===== src/rtl/register_file.sv =====
// ---------------------------------------------------------------------------
// register_file
//   NUM_REGS x DATA_WIDTH register file with one write port, two independent
//   registered read ports (write-first forwarding), and a dump engine that
//   streams every register out in ascending order over a valid/ready link.
//
// Ports
//   clock       : sole clock, all state updates on the rising edge
//   reset       : synchronous, active-high reset
//   wr_en       : write strobe
//   wr_addr     : write address
//   wr_data     : write data
//   rd_addr_a   : read port A address
//   rd_data_a   : read port A data, one cycle after its address
//   rd_addr_b   : read port B address
//   rd_data_b   : read port B data, one cycle after its address
//   dump_start  : request a sequential readout of all registers
//   dump_busy   : high while a dump is in progress
//   dump_valid  : a dump beat is presented
//   dump_ready  : consumer accepts the current beat
//   dump_addr   : index of the current beat
//   dump_data   : contents captured for the current beat
// ---------------------------------------------------------------------------
module register_file #(
    parameter int DATA_WIDTH  = 16,
    parameter int NUM_REGS    = 8,
    parameter int ADDR_WIDTH  = 3,
    parameter int RESET_VALUE = 0
) (
    input  logic                  clock,
    input  logic                  reset,
    input  logic                  wr_en,
    input  logic [ADDR_WIDTH-1:0] wr_addr,
    input  logic [DATA_WIDTH-1:0] wr_data,
    input  logic [ADDR_WIDTH-1:0] rd_addr_a,
    output logic [DATA_WIDTH-1:0] rd_data_a,
    input  logic [ADDR_WIDTH-1:0] rd_addr_b,
    output logic [DATA_WIDTH-1:0] rd_data_b,
    input  logic                  dump_start,
    output logic                  dump_busy,
    output logic                  dump_valid,
    input  logic                  dump_ready,
    output logic [ADDR_WIDTH-1:0] dump_addr,
    output logic [DATA_WIDTH-1:0] dump_data
);

    localparam logic [DATA_WIDTH-1:0] RST_VAL  = DATA_WIDTH'(RESET_VALUE);
    localparam logic [ADDR_WIDTH-1:0] LAST_IDX = ADDR_WIDTH'(NUM_REGS - 1);

    typedef enum logic {
        IDLE = 1'b0,
        SEND = 1'b1
    } state_t;

    // -----------------------------------------------------------------------
    // Storage. Every register is reset, so this maps to fabric flops rather
    // than a block RAM.
    // -----------------------------------------------------------------------
    logic [DATA_WIDTH-1:0] reg_mem [NUM_REGS];
    logic [NUM_REGS-1:0]   wr_sel;

    // One-hot write decode, one select line per register.
    generate
        for (genvar gi = 0; gi < NUM_REGS; gi++) begin : g_wr_sel
            assign wr_sel[gi] = wr_en && (wr_addr == ADDR_WIDTH'(gi));
        end
    endgenerate

    always_ff @(posedge clock) begin
        for (int i = 0; i < NUM_REGS; i++) begin
            if (reset) begin
                reg_mem[i] <= RST_VAL;
            end else if (wr_sel[i]) begin
                reg_mem[i] <= wr_data;
            end
        end
    end

    // -----------------------------------------------------------------------
    // Read ports. A write to the address being read in the same cycle is
    // forwarded so the reader sees the new value (write-first).
    // -----------------------------------------------------------------------
    logic [DATA_WIDTH-1:0] rd_fwd_a;
    logic [DATA_WIDTH-1:0] rd_fwd_b;
    logic [DATA_WIDTH-1:0] rd_data_a_reg;
    logic [DATA_WIDTH-1:0] rd_data_b_reg;

    assign rd_fwd_a = (wr_en && (wr_addr == rd_addr_a)) ? wr_data : reg_mem[rd_addr_a];
    assign rd_fwd_b = (wr_en && (wr_addr == rd_addr_b)) ? wr_data : reg_mem[rd_addr_b];

    always_ff @(posedge clock) begin
        if (reset) begin
            rd_data_a_reg <= '0;
            rd_data_b_reg <= '0;
        end else begin
            rd_data_a_reg <= rd_fwd_a;
            rd_data_b_reg <= rd_fwd_b;
        end
    end

    assign rd_data_a = rd_data_a_reg;
    assign rd_data_b = rd_data_b_reg;

    // -----------------------------------------------------------------------
    // Dump engine
    // -----------------------------------------------------------------------
    state_t                state_reg, state_next;
    logic [ADDR_WIDTH-1:0] idx_reg, idx_next;
    logic [DATA_WIDTH-1:0] dump_data_reg, dump_data_next;
    logic [ADDR_WIDTH-1:0] cap_addr;
    logic [DATA_WIDTH-1:0] cap_data;

    // The register captured on the next load: reg[0] when starting, otherwise
    // the one after the beat being handed over. On the final beat this wraps
    // to 0 but is never loaded.
    assign cap_addr = (state_reg == SEND) ? (idx_reg + ADDR_WIDTH'(1)) : '0;
    assign cap_data = (wr_en && (wr_addr == cap_addr)) ? wr_data : reg_mem[cap_addr];

    // State register
    always_ff @(posedge clock) begin
        if (reset) begin
            state_reg     <= IDLE;
            idx_reg       <= '0;
            dump_data_reg <= '0;
        end else begin
            state_reg     <= state_next;
            idx_reg       <= idx_next;
            dump_data_reg <= dump_data_next;
        end
    end

    // Next-state logic. The captured beat is only replaced on a transfer, so
    // a stalled beat stays frozen even if its register is rewritten.
    always_comb begin
        state_next     = state_reg;
        idx_next       = idx_reg;
        dump_data_next = dump_data_reg;
        unique case (state_reg)
            IDLE: begin
                if (dump_start) begin
                    state_next     = SEND;
                    idx_next       = '0;
                    dump_data_next = cap_data;
                end
            end
            SEND: begin
                if (dump_ready) begin
                    if (idx_reg == LAST_IDX) begin
                        state_next = IDLE;
                        idx_next   = '0;
                    end else begin
                        idx_next       = idx_reg + ADDR_WIDTH'(1);
                        dump_data_next = cap_data;
                    end
                end
            end
            default: begin
                state_next = IDLE;
                idx_next   = '0;
            end
        endcase
    end

    // Output logic
    always_comb begin
        dump_busy  = (state_reg == SEND);
        dump_valid = (state_reg == SEND);
        dump_addr  = idx_reg;
        dump_data  = dump_data_reg;
    end

endmodule


===== config.mk =====
export PLATFORM = sky130hd
export DESIGN_NAME = register_file
export DESIGN_NICKNAME = d
export VERILOG_FILES = /design/src/rtl/register_file.sv
export SDC_FILE = /design/constraint.sdc
export NUM_CORES = 1
export LEC_CHECK = 0
export ABC_CLOCK_PERIOD_IN_PS = 2300
export CELL_PAD_IN_SITES_DETAIL_PLACEMENT = 0
export CELL_PAD_IN_SITES_GLOBAL_PLACEMENT = 1
export CORE_ASPECT_RATIO = 0.8
export CORE_MARGIN = 4
export CORE_UTILIZATION = 43
export DETAILED_ROUTE_END_ITERATION = 10
export HOLD_SLACK_MARGIN = 0.12
export PLACE_DENSITY = 0.82
export SYNTH_ARGS = -nofsm -noshare
export SYNTH_HDL_FRONTEND = slang
export SYNTH_SLANG_ARGS = --single-unit

===== constraint.sdc =====
create_clock -name clock -period 2.3 [get_ports clock]
set_input_delay 0.575 -clock clock [delete_from_list [all_inputs] [get_ports clock]]
set_output_delay 0.575 -clock clock [all_outputs]
set_load 0.01 [all_outputs]

Word level (Yosys, flattened, before mapping)
Memory sizes are Yosys's and may differ from the RTL's.
Cells that the tools add are included.
- register bits after elaboration: 52
- RAM bits: 128
- output and inout bits: 53
- logic and storage cells: 94
- memories kept: 1
- $add $sub $neg: 1
- eq/ne operators: 14
- multiplexer cells: 50
- bitwise gates (word level): 9
- reductions and logical operators: 14
- memories (memory ; words ; width ; read ports ; clocked after memory_dff ; wr ports ; line ; source):
    reg_mem ; 8 ; 16 ; 3 ; 0 ; 8 ; 59 ; logic [DATA_WIDTH-1:0] reg_mem [NUM_REGS];
- operators with widths (operator ; count):
    16-bit two-way mux ; 14
    16-bit one-hot mux with 2 select lines ; 1
    1-bit two-way mux ; 29
    3-bit == test (second input constant) ; 5
    3-bit two-way mux ; 4
    1-bit logical AND ; 11
    3-bit == test ; 3
    1-bit bitwise OR ; 8
    3-bit by 2-bit == test with 1-bit output (second input constant) ; 2
    2-bit inequality test (second input constant) ; 3
    3-bit one-hot mux with 2 select lines ; 1
    3-bit by 1-bit adder with 3-bit output (second input constant) ; 1
    3-bit by 1-bit == test with 1-bit output (second input constant) ; 1
    3-bit zero test ; 1
    3-bit AND reduction ; 1
    1-bit one-hot mux with 2 select lines ; 1
    2-bit AND reduction ; 1
    1-bit NOT ; 1

Longest topological paths before layout
Gate-level depths: netlist of the first run.
- depth in word-level cells: 8
- mapped depth: 9

Least setup slack after synthesis of the first run
OpenSTA, ideal clock, no wires.
- path kind: input -> register
- start point: in wr_addr[0]
- end point: mem reg_mem[2][0], enable pin
- setup time: 0.392 ns
- data arrival time: 2.033 ns
- data required time: 1.908 ns
- slack: -0.125 ns
- cell stages on the path: 5
- buffers on the path: 3
- cells stage by stage: buf_2 -> nand2b_1 -> clkbuf_1 -> clkbuf_1 -> o21bai_1
- RTL lines (item ; line ; source):
    start, declared ; 33 ; input logic [ADDR_WIDTH-1:0] wr_addr,
    end, declared ; 59 ;

Final worst setup path of the first run
- start point: reg idx_reg[0] (netlist: dump_addr[0])
- end point: reg dump_data_reg[0] (netlist: dump_data[0])
- longest elaborated chain between the ends: 8
- elaborated cells on any way between the ends: 13
- classes of those cells: add/sub: 1; eq/ne: 3; mux: 6; reduce/logical: 2; memory: 1
- ends and longest elaborated chain (item ; line ; source):
    start, declared ; 108 ; logic [ADDR_WIDTH-1:0] idx_reg, idx_next;
    start signal, assigned ; 127 ; idx_reg <= idx_next;
    branches (longest 8 deep; another with memory read 8 x 16 bit) ; n/a ;
    end signal, assigned ; 128 ; dump_data_reg <= dump_data_next;
    end, declared ; 109 ; logic [DATA_WIDTH-1:0] dump_data_reg, dump_data_next;
Several ways; the timed one is not identified. The select of a mux whose other input is x is not followed.
A chain may end at the register's enable or synchronous reset.

==> results of run 1 <==
==> power by group through the flow <==
stage | logic (W) | clock network [W] | registers, W
finish | 0.00166 | 0.00298 | 0.00392
global route | 0.00175 | 0.00313 | 0.00394
CTS | 0.00160 | 0.00297 | 0.00390
detailed placement | 0.00158 | 0 | 0.00397
global placement | 0.00157 | 0 | 0.00396
floorplan | 0.000826 | 0 | 0.00395
==> final timing paths <==
kind / start / to
setup / recovery: dump_addr[0] / dump_data[0]
hold / removal: dump_data[13] / dump_data[13]
setup reg to reg: dump_addr[0] / dump_data[0]
hold reg to reg: dump_data[13] / dump_data[13]
==> stage by stage <==
stage,area (um^2),power [W],TNS (ps),worst slack (ps),cells
finish,12460,0.008559,-7.176,-7.176,1223
global route,12460,0.008818,-0.9928,-0.6195,1223
CTS,12240,0.008476,-52.86,-52.86,1210
detailed placement,11580,0.005557,-2139,-131.5,1174
global placement,11580,0.005525,-382.8,-61.69,1174
floorplan,9836,0.004772,-8013,-125.5,789
==> metal layers <==
metal / up-vias / share of wire, % / track usage, %
met3: 86 / 14 / 8.073
met2: 645 / 43 / 36.44
met1: 3950 / 40 / 37.52
li1: 3418 / - / -
met5: - / 0 / 0
met4: 0 / 2.6 / 8.140
==> final cells by class <==
cell class	count	area (um^2)
multi-input combinational	496	4494
tap	306	382.9
inverter	18	71.32
timing repair buffer	191	2026
sequential	180	4891
clock buffer	17	425.4
clock inverter	15	167.7
fill	1824	10040
==> kinds of logic after synthesis <==
| kind of cell | after synthesis | share of synthesized area [%] |
|---|---|---|
| simple gates | 214 | 11.15 |
| flops | 180 | 49.70 |
| compound gates | 148 | 11.97 |
| mux | 126 | 21.16 |
| buf+inv | 113 | 5.232 |
| xor+xnor | 6 | 0.5347 |
| fa+ha+maj | 2 | 0.2546 |
==> tightest hold or removal path, delay by kind of cell, from the launching register on <==
kind | cells | cell delay, ps
AOI/OAI and AO/OA | 1 | 60
DFF | 1 | 330
and+or+nand+nor | 1 | 50
==> what timing repair did <==
action | in CTS | in global routing
setup buffers | 3 | 13
pin swaps | 1 | 7
setup endpoints to repair | 10 | 14
hold buffers | 0 | 0
gates cloned | 1 | 0
resized for setup | 5 | 19
==> placed cells by master, fill, tap and decap left out, types with 3 or more instances in the layout <==
| master | synthesis | layout |
|---|---|---|
| a211oi_1 | 33 | 33 |
| a21oi_1 | 3 | 3 |
| a221o_1 | 14 | 14 |
| a222oi_1 | 14 | 14 |
| a22o_1 | 16 | 16 |
| a22oi_1 | 3 | 3 |
| a31oi_1 | 14 | 13 |
| buf_12 | 0 | 28 |
| buf_4 | 7 | 75 |
| buf_6 | 4 | 4 |
| clkbuf_16 | 0 | 17 |
| clkdlybuf4s50_1 | 0 | 79 |
| clkinv_1 | 16 | 17 |
| clkinvlp_4 | 0 | 3 |
| dfxtp_1 | 52 | 49 |
| edfxtp_1 | 128 | 128 |
| inv_6 | 0 | 6 |
| mux2_1 | 6 | 5 |
| mux2_2 | 8 | 8 |
| mux2i_1 | 48 | 48 |
| mux4_2 | 64 | 64 |
| nand2_1 | 21 | 21 |
| nand2b_1 | 6 | 5 |
| nand3b_1 | 5 | 5 |
| nor2_1 | 40 | 40 |
| nor2b_1 | 3 | 3 |
| nor3_1 | 96 | 96 |
| nor4_1 | 32 | 32 |
| o21ai_0 | 14 | 13 |
| o21bai_1 | 8 | 6 |
| o221ai_1 | 16 | 15 |
| xnor2_1 | 6 | 6 |
==> metrics.cfg, run 1 <==
[run_status]
status=complete, but fails checks
violations=negative setup slack

[timing]
worst_pin_slew_ps=778.2
hold_ws_ps=476.4
setup_viol=1
skew_ps=11.95
slew_headroom_pct=48.06
clock.fmax_mhz=433.4
fin_ws_ps=-7.176
period_share_pct=100.3
maxSlewViolCount=0
finalHoldViolations=0
period_needed_ps=2307

[power_and_ir_drop]
powerDensity_mw_per_mm2=687.0
clockPowerShare_pct=34.8
swShare_pct=27.56
pwr-share-comb_pct=19.5
irDropWorstVdd_mv=0.5502
power_leakage_nw=4.232
p_sw_w=0.002359
pwr-share-seq_pct=45.8
intPower_w=0.006200

[routing]
wirelength_um=32170
dr.pass1.iters=7
avgViaCountPerCell=6.622
avgRoutedWirePerCell_um=26.30
drtIter0Drc=1389
ant_nets=0
drcViolationCount=0
via_count=8099

[min_path]
hold_path_depth=2
min_path_type=flop to flop

[synth]
synth.distinct_cells=53
synth_area_per_cell_um2=12.46
synth_area_mm2=0.009828
syn_nets=821
synthTopCellsByCount=128 x edfxtp_1, 96 x nor3_1, 64 x mux4_2
syn_inst=789
synth_seq_cells=180
async_reset_ff_share_pct=0
synthTopCellsByArea=edfxtp_1 39%, mux4_2 15%, dfxtp_1 11%, mux2i_1 4.9%, nor3_1 4.9%
synth_top_area_cell=edfxtp_1
synth_top_cell_area_share_pct=39.11
ys_warn_count=0
synth_edf_count=128
ys.flop_type=edfxtp_1
yosysSeqAreaShare_pct=49.70
synth_most_common_cell=edfxtp_1

[grt]
grt_max_degree=48
grt_overflow_total=0
grt_pass1_wl_um=48310
grt_pass1_vias=7617
antenna_found_initial=0
track_usage_pct=25.60

[placed_design]
gp_congestion=0.8622
port_buffers=82
dp_hpwl_um=21680

[clocking]
clkLatencyLatePin_ps=440
cts_tree=built
root_buffer=clkbuf_16
clockBufferDepth=2
cts-htree-levels=4
path_clk_slew_ps=70
cts_buffers=17
cts_sinks=180

[final_layout]
drive_gt1_share_pct=25.30
largest_reg_flops=128
largest-register=reg_mem
antennaDiodeCount=0
final_net_count=936
areaGrowthSynthToFinish_pct=26.76
finish.utilization_pct=55.37

[critical_path]
reg2regPathDepth=8
reg2reg_slack_ps=-7
cp.required_ps=2610
end_kind=flop
worst-path-stages=8
cp_top_family=compound AO/OA/AOI/OAI gates
slowest_stage=a222oi_1
crit_fanout=7
crit_arrival_ps=2610
path_class=flop to flop
path_cells=buf_12 -> buf_12 -> buf_4 -> mux2_1 -> a221o_1 -> a222oi_1 -> buf_4 -> o221ai_1
path_buf_inv=4
critPathMaxStageDelay_ps=490
cp-start-kind=flop

[die]
num_rows=49
die_h_um=143.2
core_area_mm2=0.02250
io_pins=83
die_area_mm2=0.02535
initial_utilization_pct=43.68
die_w_um=177.0

[run]
cap_violations=0

Power figures use the tool's default switching activity.
==> run 2, diff against run 1 <==
--- a/config.mk
+++ b/config.mk
@@ -17,3 +17,4 @@
 export SYNTH_ARGS = -nofsm -noshare
 export SYNTH_HDL_FRONTEND = slang
 export SYNTH_SLANG_ARGS = --single-unit
+export TNS_END_PERCENT = 5
==> metrics.cfg, run 2 (synthesis gave the netlist of run 1 again) <==
[clocking]
clockBufferDepth=2  ; unchanged
cts_tree=built  ; unchanged
clkLatencyLatePin_ps=440  ; about the same
cts_buffers=17  ; unchanged
path_clk_slew_ps=70  ; about the same
cts_sinks=180  ; unchanged
hold_buffers=0  ; unchanged
cts-htree-levels=4  ; unchanged
root_buffer=clkbuf_16  ; unchanged

[power_and_ir_drop]
p_sw_w=0.002318  ; was 0.002359 W
intPower_w=0.005941  ; was 0.006200 W
swShare_pct=28.06  ; was 27.56%
irDropWorstVdd_mv=0.5136  ; was 0.5502 mV
pwr-share-seq_pct=47.2  ; was 45.8%
clockPowerShare_pct=33.2  ; was 34.8%
powerDensity_mw_per_mm2=676.7  ; was 687.0 mW/mm^2
pwr-share-comb_pct=19.6  ; was 19.5%
power_leakage_nw=4.109  ; was 4.232 nW

[final_layout]
final_net_count=924  ; was 936
seqCellArea_mm2=0.004887  ; was 0.004891 mm^2
drive_gt1_share_pct=23.31  ; was 25.30%
areaGrowthSynthToFinish_pct=24.19  ; was 26.76%
finish.utilization_pct=54.25  ; was 55.37%
largest-register=reg_mem  ; unchanged
n_fill_cell=1855  ; was 1,824
final_common_cell=edfxtp_1  ; unchanged
largest_reg_flops=128  ; unchanged
antennaDiodeCount=0  ; unchanged
multi_input_area_mm2=0.004447  ; was 0.004494 mm^2
mostFrequentLayoutCells=128 x edfxtp_1, 96 x nor3_1, 80 x clkdlybuf4s50_1  ; was 128 x edfxtp_1, 96 x nor3_1, 79 x clkdlybuf4s50_1

[critical_path]
end_kind=flop  ; unchanged
slowest_stage=a222oi_1  ; unchanged
critPathMaxStageDelay_ps=540  ; was 490 ps
crit_fanout=10  ; was 7
path_class=flop to flop  ; unchanged
cp-start-kind=flop  ; unchanged
cp.required_ps=2590  ; was 2610 ps
path_cells=ha_2 -> ha_4 -> nor2b_4 -> buf_4 -> a221o_1 -> a222oi_1 -> o221ai_1  ; was buf_12 -> buf_12 -> buf_4 -> mux2_1 -> a221o_1 -> a222oi_1 -> buf_4 -> o221ai_1
crit_arrival_ps=2590  ; was 2610 ps

[die]
die_h_um=143.2  ; unchanged
die_area_mm2=0.02535  ; unchanged
num_rows=49  ; unchanged
core_area_mm2=0.02250  ; unchanged
die_w_um=177.0  ; unchanged
initial_utilization_pct=43.68  ; unchanged
io_pins=83  ; unchanged

[routing]
wirelength_um=30780  ; was 32,170 um
via_count=7896  ; was 8,099
drcViolationCount=0  ; unchanged
ant_nets=0  ; unchanged
drtIter0Drc=1244  ; was 1,389
dr.pass1.iters=8  ; was 7
avgViaCountPerCell=6.520  ; was 6.622
avgRoutedWirePerCell_um=25.42  ; was 26.30 um

[min_path]
min_path_type=flop to flop  ; unchanged

[timing]
slew_headroom_pct=45.75  ; was 48.06%
rsz0062_at_grt=true
maxSlewViolCount=0  ; unchanged
finalHoldViolations=0  ; unchanged
skew_ps=6.162  ; was 11.95 ps
clock.fmax_mhz=436.1  ; was 433.4 MHz
period_share_pct=99.69  ; was 100.3%
period_needed_ps=2293  ; was 2307 ps
setup_viol=0  ; was 1
setup_tns_ps=0  ; was -7.176 ps
worst_pin_slew_ps=812.9  ; was 778.2 ps

[grt]
grt_pass1_vias=7438  ; was 7,617
track_usage_pct=24.42  ; was 25.60%
grt_max_degree=65  ; was 48
grt_overflow_total=0  ; unchanged
antenna_found_initial=0  ; unchanged
grt_pass1_wl_um=46550  ; was 48,310 um

[run_status]
status=completed  ; was complete, but fails checks

[placed_design]
dp_hpwl_um=21590  ; was 21,680 um
port_buffers=82  ; unchanged
gp_congestion=0.9277  ; was 0.8622

[run]
cap_violations=0  ; unchanged

[run 2: power by group through the flow]
| stage | combinational, W | clock (W) | sequential (W) |
|---|---|---|---|
| final | 0.00162 | 0.00274 | 0.00390 |
| after global placement | 0.00158 | 0 | 0.00395 |
| after CTS | 0.00160 | 0.00277 | 0.00389 |
| after floorplan | 0.000825 | 0 | 0.00395 |
| after global routing | 0.00170 | 0.00293 | 0.00392 |
| after detailed placement | 0.00159 | 0 | 0.00396 |
[run 2: path summary, 6_finish.rpt]
kind                            cells past startpoint            to         start  slack [ps]
worst max-delay path                                7  dump_data[4]  dump_addr[0]           7
worst min-delay path                                2  dump_data[0]  dump_data[0]         470
worst max register to register                      7  dump_data[4]  dump_addr[0]           7
worst min register to register                      2  dump_data[0]  dump_data[0]         470
[run 2: final cells by class]
class                      count  area share, %
sequential                   180          40.04
clock buffer                  17          3.485
inverter                      18         0.5843
tap                          306          3.137
timing repair buffer         179          15.34
multi-input combinational    496          36.43
clock inverter                15         0.9841
[run 2: worst max-delay path: cells and delay by family, from the launching register on]
family / cells / cell delay, ps
AO/OA/AOI/OAI: 3 / 990
adder cells (fa/ha/maj): 2 / 540
buffers and inverters: 1 / 170
flip-flops: 1 / 320
AND/OR/NAND/NOR: 1 / 120
[run 2: timing repair]
item                                    4_1_cts  5_1_grt
hold endpoints to repair                      0        0
resized for setup                             3        4
setup buffers                                 2        0
endpoints found under the setup margin        9       18
pin swaps                                     1        4
[run 2: metal layers]
metal / GRT usage (%) / wire (um)
met3: 7.597 / 4643
met4: 7.000 / 663
met2: 35.31 / 13200
met5: 0 / 0
met1: 35.63 / 12270
[run 2: stage by stage]
step                instance area, um^2  hold slack [ps]  power (W)  std cells  worst slack (ps)
finish                            12210            474.0   0.008259       1211             7.113
CTS                               12190            472.6   0.008247       1211             3.499
global route                      12210            507.7   0.008552       1211            -28.51
global placement                  11620            454.6   0.005526       1177            -256.8
detailed placement                11620            452.8   0.005548       1177            -341.3
floorplan                          9828            502.7   0.004771        789            -125.5
